**src/rtl/exec_mem_unit.sv**
```systemverilog
// exec_mem_unit: execute/memory stage of the 8-bit ExceptioNull CPU.
// Decodes one instruction per valid cycle, runs the 8-bit ALU, accesses a
// MEM_DEPTH x 8 data memory, and returns registered write-back, branch and
// status one cycle later.
//
// Optional feature macro: ALU_MUL_EN (opcode 1011 becomes unsigned multiply).
//
// Ports:
//   clk, rst          rising-edge clock, synchronous active-high reset
//   valid_in          instruction/operands valid this cycle
//   instruction       [7:4] opcode, [3:2] field A, [1:0] field B
//   pc                address of the current instruction
//   in0, in1          register[field A], register[field B]
//   jump_offset       register 0, branch offset for beq/bne
//   reg_addr_0/1      combinational register-file read addresses
//   valid_out         registered result valid
//   reg_w_en          registered write-back enable
//   reg_addr_w        registered destination register
//   wb_data           registered write-back value
//   branch, target    registered PC redirect and its address
//   overflow          registered signed overflow (add/sub, or mul high byte)
//   mem_r_en/mem_w_en registered memory access indicators
module exec_mem_unit #(
  parameter int unsigned MEM_DEPTH    = 256,
  parameter int unsigned JAL_LINK_REG = 3
) (
  input  logic       clk,
  input  logic       rst,
  input  logic       valid_in,
  input  logic [7:0] instruction,
  input  logic [7:0] pc,
  input  logic [7:0] in0,
  input  logic [7:0] in1,
  input  logic [7:0] jump_offset,
  output logic [1:0] reg_addr_0,
  output logic [1:0] reg_addr_1,
  output logic       valid_out,
  output logic       reg_w_en,
  output logic [1:0] reg_addr_w,
  output logic [7:0] wb_data,
  output logic       branch,
  output logic [7:0] target,
  output logic       overflow,
  output logic       mem_r_en,
  output logic       mem_w_en
);

  localparam int unsigned DW = 8;
  localparam int unsigned AW = (MEM_DEPTH > 1) ? $clog2(MEM_DEPTH) : 1;

  typedef enum logic [3:0] {
    OP_ADD = 4'b0000, OP_SUB = 4'b0001, OP_AND = 4'b0010, OP_OR  = 4'b0011,
    OP_XOR = 4'b0100, OP_NOR = 4'b0101, OP_SLT = 4'b0110, OP_SLL = 4'b0111,
    OP_SRL = 4'b1000, OP_LW  = 4'b1001, OP_SW  = 4'b1010, OP_RSV = 4'b1011,
    OP_BEQ = 4'b1100, OP_BNE = 4'b1101, OP_J   = 4'b1110, OP_JAL = 4'b1111
  } opcode_e;

  opcode_e       opcode;
  logic [DW-1:0] sum, diff, pc_inc, br_tgt;
  logic [AW-1:0] mem_addr;

  logic [DW-1:0] alu_d;
  logic          wen_d, br_d, ovf_d, mr_d, mw_d;
  logic [1:0]    addr_w_d;
  logic [DW-1:0] tgt_d;

  logic          valid_q, reg_w_en_q, branch_q, overflow_q, mem_r_en_q, mem_w_en_q;
  logic [1:0]    reg_addr_w_q;
  logic [DW-1:0] wb_data_q, target_q;
  logic [DW-1:0] mem_q [MEM_DEPTH];

`ifdef ALU_MUL_EN
  logic [2*DW-1:0] prod;
  assign prod = (2*DW)'(in0) * (2*DW)'(in1);
`endif

  assign opcode     = opcode_e'(instruction[7:4]);
  assign reg_addr_0 = instruction[3:2];
  assign reg_addr_1 = instruction[1:0];
  assign sum        = in0 + in1;
  assign diff       = in0 - in1;
  assign pc_inc     = pc + 8'd1;
  assign br_tgt     = pc_inc + jump_offset;
  // Operand wraps modulo the memory depth (identity for a 256-word memory).
  assign mem_addr   = AW'(32'(in1) % MEM_DEPTH);

  // Decode and ALU: next values for every registered output.
  always_comb begin
    alu_d    = '0;
    wen_d    = 1'b0;
    addr_w_d = instruction[3:2];
    br_d     = 1'b0;
    tgt_d    = '0;
    ovf_d    = 1'b0;
    mr_d     = 1'b0;
    mw_d     = 1'b0;
    case (opcode)
      OP_ADD: begin
        alu_d = sum;
        wen_d = 1'b1;
        ovf_d = (in0[7] == in1[7]) && (sum[7] != in0[7]);
      end
      OP_SUB: begin
        alu_d = diff;
        wen_d = 1'b1;
        ovf_d = (in0[7] != in1[7]) && (diff[7] != in0[7]);
      end
      OP_AND: begin alu_d = in0 & in1;    wen_d = 1'b1; end
      OP_OR:  begin alu_d = in0 | in1;    wen_d = 1'b1; end
      OP_XOR: begin alu_d = in0 ^ in1;    wen_d = 1'b1; end
      OP_NOR: begin alu_d = ~(in0 | in1); wen_d = 1'b1; end
      OP_SLT: begin
        alu_d = DW'($signed(in0) < $signed(in1));
        wen_d = 1'b1;
      end
      OP_SLL: begin alu_d = in0 << in1[2:0]; wen_d = 1'b1; end
      OP_SRL: begin alu_d = in0 >> in1[2:0]; wen_d = 1'b1; end
      OP_LW:  begin wen_d = 1'b1; mr_d = 1'b1; end
      OP_SW:  mw_d = 1'b1;
`ifdef ALU_MUL_EN
      OP_RSV: begin
        alu_d = prod[DW-1:0];
        wen_d = 1'b1;
        ovf_d = |prod[2*DW-1:DW];
      end
`else
      OP_RSV: ;
`endif
      OP_BEQ: begin
        br_d  = (in0 == in1);
        tgt_d = br_d ? br_tgt : '0;
      end
      OP_BNE: begin
        br_d  = (in0 != in1);
        tgt_d = br_d ? br_tgt : '0;
      end
      OP_J: begin
        br_d  = 1'b1;
        tgt_d = in0;
      end
      OP_JAL: begin
        br_d     = 1'b1;
        tgt_d    = in0;
        alu_d    = pc_inc;
        wen_d    = 1'b1;
        addr_w_d = 2'(JAL_LINK_REG);
      end
      default: ;
    endcase
  end

  // Result registers and data memory; read happens before the same-edge write.
  always_ff @(posedge clk) begin
    if (rst) begin
      valid_q      <= 1'b0;
      reg_w_en_q   <= 1'b0;
      reg_addr_w_q <= '0;
      wb_data_q    <= '0;
      branch_q     <= 1'b0;
      target_q     <= '0;
      overflow_q   <= 1'b0;
      mem_r_en_q   <= 1'b0;
      mem_w_en_q   <= 1'b0;
      for (int i = 0; i < int'(MEM_DEPTH); i++) mem_q[i] <= '0;
    end else begin
      valid_q <= valid_in;
      if (valid_in) begin
        reg_w_en_q   <= wen_d;
        reg_addr_w_q <= addr_w_d;
        branch_q     <= br_d;
        target_q     <= tgt_d;
        overflow_q   <= ovf_d;
        mem_r_en_q   <= mr_d;
        mem_w_en_q   <= mw_d;
        if (mr_d)       wb_data_q <= mem_q[mem_addr];
        else if (wen_d) wb_data_q <= alu_d;
        if (mw_d)       mem_q[mem_addr] <= in0;
      end else begin
        reg_w_en_q <= 1'b0;
        branch_q   <= 1'b0;
        overflow_q <= 1'b0;
        mem_r_en_q <= 1'b0;
        mem_w_en_q <= 1'b0;
      end
    end
  end

  assign valid_out  = valid_q;
  assign reg_w_en   = reg_w_en_q;
  assign reg_addr_w = reg_addr_w_q;
  assign wb_data    = wb_data_q;
  assign branch     = branch_q;
  assign target     = target_q;
  assign overflow   = overflow_q;
  assign mem_r_en   = mem_r_en_q;
  assign mem_w_en   = mem_w_en_q;

endmodule

```
**config.mk**
```make
export PLATFORM = sky130hd
export DESIGN_NAME = exec_mem_unit
export DESIGN_NICKNAME = d
export VERILOG_FILES = /design/src/rtl/exec_mem_unit.sv
export SDC_FILE = /design/constraint.sdc
export NUM_CORES = 2
export LEC_CHECK = 0
export CAP_MARGIN = 20
export CORE_MARGIN = 1.5
export CORE_UTILIZATION = 64
export CTS_BUF_LIST = sky130_fd_sc_hd__clkbuf_16
export DETAILED_ROUTE_END_ITERATION = 10
export MAX_ROUTING_LAYER = met4
export PLACE_DENSITY = 0.8
export SLEW_MARGIN = 40
export SYNTH_ARGS = -nofsm -noshare
export SYNTH_HDL_FRONTEND = slang
export SYNTH_SLANG_ARGS = --single-unit
```
**constraint.sdc**
```tcl
create_clock -name clk -period 4.9 [get_ports clk]
set_clock_uncertainty 0.15 [all_clocks]
set_input_delay 0.98 -clock clk [delete_from_list [all_inputs] [get_ports clk]]
set_output_delay 0.98 -clock clk [all_outputs]
set_load 0.1 [all_outputs]
```
# Word level (Yosys, flattened, before mapping)
# Memory sizes are Yosys's and may differ from the RTL's.
# Index checks and enable logic that the tools add are counted.
# word_totals
regBits	24
ram_bits	2048
in_bits	43
output_inout_bits	28
wordCells	72
memories	1
# op_classes
n_addsub	4
n_lt_le_gt_ge	1
n_eq_ne	20
n_shift	2
mux	21
n_bitwise	5
reduce_logical	9
# memory_table
memory	words	word_bits	rd	rd_ports_with_merged_regs	wr	line_no	text
mem_q	256	8	1	0	256	70	logic [DW-1:0] mem_q [MEM_DEPTH];
# ops
op	n
$pmux W8 S10	1
$mux W8	6
$eq A4 B4 Y1 const B	7
$pmux W8 S3	1
$add A8 B8 Y8	2
$eq A4 B3 Y1 const B	4
$reduce_or A11 Y1	1
$mux W1	10
$add A8 B1 Y8 const B	1
$and A8 B8 Y8	1
$eq A4 B2 Y1 const B	2
$eq A8 B8 Y1	1
$lt A8 B8 Y1	1
$ne A8 B8 Y1	1
$not A8 Y8	1
$or A8 B8 Y8	1
$reduce_or A8 Y1	1
$shl A8 B3 Y8	1
$shr A8 B3 Y8	1
$sub A8 B8 Y8	1
$xor A8 B8 Y8	1
$eq A4 B1 Y1 const B	1
$logic_not A4 Y1	1
$reduce_or A2 Y1	2
9 further kinds	12

# Depth between registers and ports, before layout
# logic_depth
depth_word	8
mapped_depth	14
depth_no_buf	11

# Worst setup path after synthesis
# Ideal clock, no wire load.
# synth_path
kind	input to register
from	input in1[1]
to	register wb_data_q[5], in the netlist wb_data[5]
t_arrival_ns	3.808
setup_slack_ns	0.807
cell_stages	13
n_path_buf	4
cell_sequence	buf_2 inv_1 buf_2 buf_2 clkbuf_1 ha_1 o21ba_2 o21ai_0 a21oi_1 o21a_1 a221o_1 a221oi_1 a211oi_1
# synth_via
elab_chain_len	4
word_cells_on_any_way	8
# synth_rtl
element	line_no	text
start: declaration	33	input logic [7:0] in1,
$sub A8 B8 Y8 (tied with other cells)	81	assign diff = in0 - in1;
$pmux W8 S10	97	case (opcode)
$mux W8	176	else if (wen_d) wb_data_q <= alu_d;
$mux W8 (*)	175	if (mr_d) wb_data_q <= mem_q[mem_addr];
end signal: assignment	175	
end signal: assignment	176	
end: declaration	69	logic [DW-1:0] wb_data_q, target_q;
# Every way passes the cells marked *; elsewhere a longest branch is shown, timed or not. The select of a mux whose other input is x is not followed.
# A chain may end at the register's enable or synchronous reset.

# Worst setup path in the final report
# layout_path
from	input in1[0]
to	register wb_data_q[0], in the netlist wb_data[0]
# layout_via
elab_chain_len	5
word_cells_on_any_way	13
# layout_rtl
element	line_no
branches (longest 4 deep; another with $sub A8 B8 Y8)	-
$mux W8 (*)	175
# Every way passes the cells marked *. The select of a mux whose other input is x is not followed.

==> results.yml <==
outcome:
  outcome: "finished clean"
sta:
  grt_setup_unrepaired: "no"
  setup_ws_ns: 0.6440
  min_period_over_period_pct: 86.86
  slew_viol_final: 0
  hold_viol_final: 0
  totalNegativeSetupSlack_ns: 0
  worst_pin_slew_ns: 1.073
  layout_min_cycle_time_ns: 4.256
  setup-violations-final: 0
  fmax_ghz: 0.2350
  maxSlewHeadroom_pct: 27.83
synthesis:
  yosysUniqueCellTypes: 91
  synth.top_cell.area_share_pct: 62.46
  synth_largest_area_cell: "sky130_fd_sc_hd__edfxtp_1"
  yosysWarnings: 0
  synth.area.top_cells: "sky130_fd_sc_hd__edfxtp_1 62%, sky130_fd_sc_hd__mux4_2 9.7%, sky130_fd_sc_hd__nor3_1 6.5%"
  postSynthCellCount: 7113
  synth_async_sr_flop_share_pct: 0
  synth.cell_area_mm2: 0.09846
  ys_seq_elements: 2072
  postSynthAreaPerCell_um2: 13.84
  synth_fp_nets: 7192
  synth_enable_flop_cells: 2048
  synth-seq-area-share_pct: 62.95
  yosys_most_used_dff: "sky130_fd_sc_hd__edfxtp_1"
route:
  remaining_drc_errors: 0
  routed-via-count: 71600
  wl_per_cell_um: 35.15
  avgViaCountPerCell: 7.766
  initialDrtViolationCount: 12930
  postRouteAntennaNets: 0
  detail_route.wirelength_um: 324100
  number_of_search_and_repair_iterations_in_the_first_detailed_routing_pass: 10
floorplan:
  floorplan.die.width_um: 395.2
  core_area_mm2: 0.1523
  core.rowCount: 143
  initial_core_util_pct: 64.67
  dieHeight_um: 395.2
  top_level_ports: 71
  floorplan.die_area_mm2: 0.1562
global_routing:
  number_of_global_route_vias_before_repair: 68390
  grtUsageTotal_pct: 42.29
  first_pass_grt_wire_length_um: 465500
  antenna_found_initial: 17
  grt_max_degree: 155
  globalRoute.totalOverflow: 0
clocking:
  cts_tree: "yes"
  cts_hold_repair.buffers: 0
  insertion_delay_ns: 0.88
  cts.path.max_buffers: 3
  clock_sinks: 2072
  cts-buffers-inserted: 198
  cts_post_setup_buffers_inserted: 0
  cts-resized-gates: 0
  h_tree_levels: 4
  clk_transition_reported_paths_ns: 0.06
  cts-root-buf: "sky130_fd_sc_hd__clkbuf_16"
critical_path:
  crit_path_start_kind: "primary input"
  worstPathMaxFanout: 31
  required_ns: 5.52
  worst_setup_path_end_kind: "flop"
  cp.arrival_ns: 4.87
  critical_path_class: "in2reg"
place:
  dp_hpwl_um: 204700
  dp_worst_setup_slack_ns: 0.1593
  gp_congestion: 1.030
  count_of_input_and_output_buffers: 66
  postPlaceCellArea_mm2: 0.1033
pwr:
  internal-power_mw: 29.98
  power.density_cell_area_mw_per_mm2: 363.3
  max-vdd-ir-drop_mv: 0.3421
  share_clk_of_total_power_pct: 38.2
  power_frac_comb_pct: 10.2
  switching_power_mw: 9.891
  power.switching_fraction_pct: 24.81
  pwr-share-seq_pct: 51.7
  static-leakage-power_nw: 35.14
finish:
  area.growth.synth_to_final_pct: 11.44
  nets: 7078
  post-route-cell-area_mm2: 0.1097
  final_layout_size_suffix_gt1_share_pct: 20.99
job:
  max_cap_viol_count: 0
min_path:
  worstHoldPathType: "reg2reg"
-- logic make-up after synthesis --
kind of cell / Yosys count / synth area share, %
AOI/OAI and AO/OA: 747 / 5.467
xor gates and xnor gates: 9 / 0.08006
adders and majority gates: 36 / 0.4803
buffers and inverters: 1068 / 4.867
DFF: 2072 / 62.95
muxes: 674 / 12.48
and+or+nand+nor: 2507 / 13.68
-- path summary, 6_finish.rpt --
check	to	slack, ns	start	cells past startpoint
setup / recovery	wb_data[0]$_SDFFE_PP0P_	0.64	in1[0]	10
hold / removal	target[5]$_SDFFE_PP0P_	0.33	target[5]$_SDFFE_PP0P_	2
setup reg to reg	wb_data[0]$_SDFFE_PP0P_	1.49	mem_q[129][0]$_SDFFCE_PN0P_	7
hold reg to reg	target[5]$_SDFFE_PP0P_	0.33	target[5]$_SDFFE_PP0P_	2
-- synthesized netlist by cell type, types with 12 or more instances --
cell                       number
sky130_fd_sc_hd__o21bai_1     157
sky130_fd_sc_hd__buf_6         30
sky130_fd_sc_hd__inv_1         19
sky130_fd_sc_hd__nand4_1       15
sky130_fd_sc_hd__nor2b_1       25
sky130_fd_sc_hd__edfxtp_1    2048
sky130_fd_sc_hd__buf_1         47
sky130_fd_sc_hd__buf_2        112
sky130_fd_sc_hd__nand3_1       60
sky130_fd_sc_hd__mux2i_1      213
sky130_fd_sc_hd__mux2_2        23
sky130_fd_sc_hd__ha_1          33
sky130_fd_sc_hd__a22oi_1      107
sky130_fd_sc_hd__buf_8         21
sky130_fd_sc_hd__mux4_2       424
sky130_fd_sc_hd__a211oi_1      22
sky130_fd_sc_hd__and3_1       141
sky130_fd_sc_hd__dfxtp_1       24
sky130_fd_sc_hd__o22ai_1       43
sky130_fd_sc_hd__nand2_1      150
sky130_fd_sc_hd__nand2b_1      13
sky130_fd_sc_hd__a21oi_1       76
sky130_fd_sc_hd__a31oi_1       16
sky130_fd_sc_hd__buf_4         31
sky130_fd_sc_hd__nor4_1       677
sky130_fd_sc_hd__o211ai_1      17
sky130_fd_sc_hd__clkbuf_1     791
sky130_fd_sc_hd__a22o_1        14
sky130_fd_sc_hd__mux4_1        12
sky130_fd_sc_hd__a221oi_1      28
sky130_fd_sc_hd__nor3_1      1282
sky130_fd_sc_hd__nor2_1        96
sky130_fd_sc_hd__a21o_1       101
sky130_fd_sc_hd__o21ai_0       60
-- flip-flops by register name (all words and copies together), names as in the netlist, 2 cells and up --
| signal | count |
|---|---|
| mem_q | 2048 |
| target | 8 |
| wb_data | 8 |
| reg_addr_w | 2 |
-- stage by stage --
stage               hold slack, ns  utilization, %  std cells  power [mW]
global route                0.3597           72.06       9213       40.47
floorplan                   0.6370               -       7113       23.10
finish                      0.3349           72.07       9220       39.87
detailed placement          0.3246           67.81       8827       24.75
global placement            0.3170           67.74       8820       24.62
CTS                         0.3335           71.97       9195       39.53
-- placed cells by master (no fill, tap or decap), drive strengths merged, types with 23 or more instances in the layout --
cell | netlist | final
clkinv | 3 | 84
buf | 245 | 690
nor2b | 25 | 25
a22oi | 107 | 107
and3 | 141 | 141
mux2 | 24 | 24
nand3 | 60 | 60
nor2 | 97 | 97
ha | 33 | 33
clkdlybuf4s50 | 0 | 31
o21ai | 66 | 66
a21oi | 76 | 76
nand2 | 151 | 151
edfxtp | 2048 | 2048
diode | 0 | 23
o22ai | 43 | 43
mux2i | 214 | 214
nor4 | 677 | 677
dfxtp | 24 | 24
mux4 | 436 | 436
clkbuf | 791 | 202
nor3 | 1283 | 1283
a221oi | 31 | 31
a21o | 101 | 101
o21bai | 157 | 157
inv | 29 | 91
-- routing by layer --
| layer | GRT usage [%] | vias up | wire length [um] |
|---|---|---|---|
| li1 | - | 28350 | - |
| met1 | 51.70 | 34510 | 100400 |
| met2 | 60.32 | 7135 | 142200 |
| met3 | 15.16 | 1608 | 55490 |
| met4 | 26.10 | 0 | 26010 |
| met5 | - | - | 0 |
-- power by group through the flow --
stage,logic (mW),clock network (mW),registers (mW)
2_1_floorplan,2.23,0,20.9
3_3_place_gp,3.74,0,20.9
3_5_place_dp,3.81,0,20.9
4_1_cts,3.84,15.1,20.6
5_1_grt,4.06,15.8,20.6
6_report,4.05,15.2,20.6
-- area by class of cell --
type / instances / area, um^2
Antenna cell: 23 / 57.56
Clock inverter: 167 / 1304
Multi-Input combinational cell: 3973 / 32170
Timing Repair Buffer: 722 / 6466
Fill cell: 9100 / 42530
Tap cell: 2030 / 2540
Clock buffer: 201 / 5030
Inverter: 32 / 182.7
Sequential cell: 2072 / 61980
-- critical path, cell delays in order --
cell and delay [ns]:
sky130_fd_sc_hd__buf_8 0.46, sky130_fd_sc_hd__buf_12 0.28, sky130_fd_sc_hd__buf_4 0.27, sky130_fd_sc_hd__mux4_2 0.53, sky130_fd_sc_hd__a22o_1 0.27, sky130_fd_sc_hd__a221oi_1 0.41
sky130_fd_sc_hd__a31oi_1 0.23, sky130_fd_sc_hd__a21oi_1 0.63, sky130_fd_sc_hd__nand3_1 0.43, sky130_fd_sc_hd__a41o_1 0.35
No activity file was read; power rests on OpenSTA's default activity.
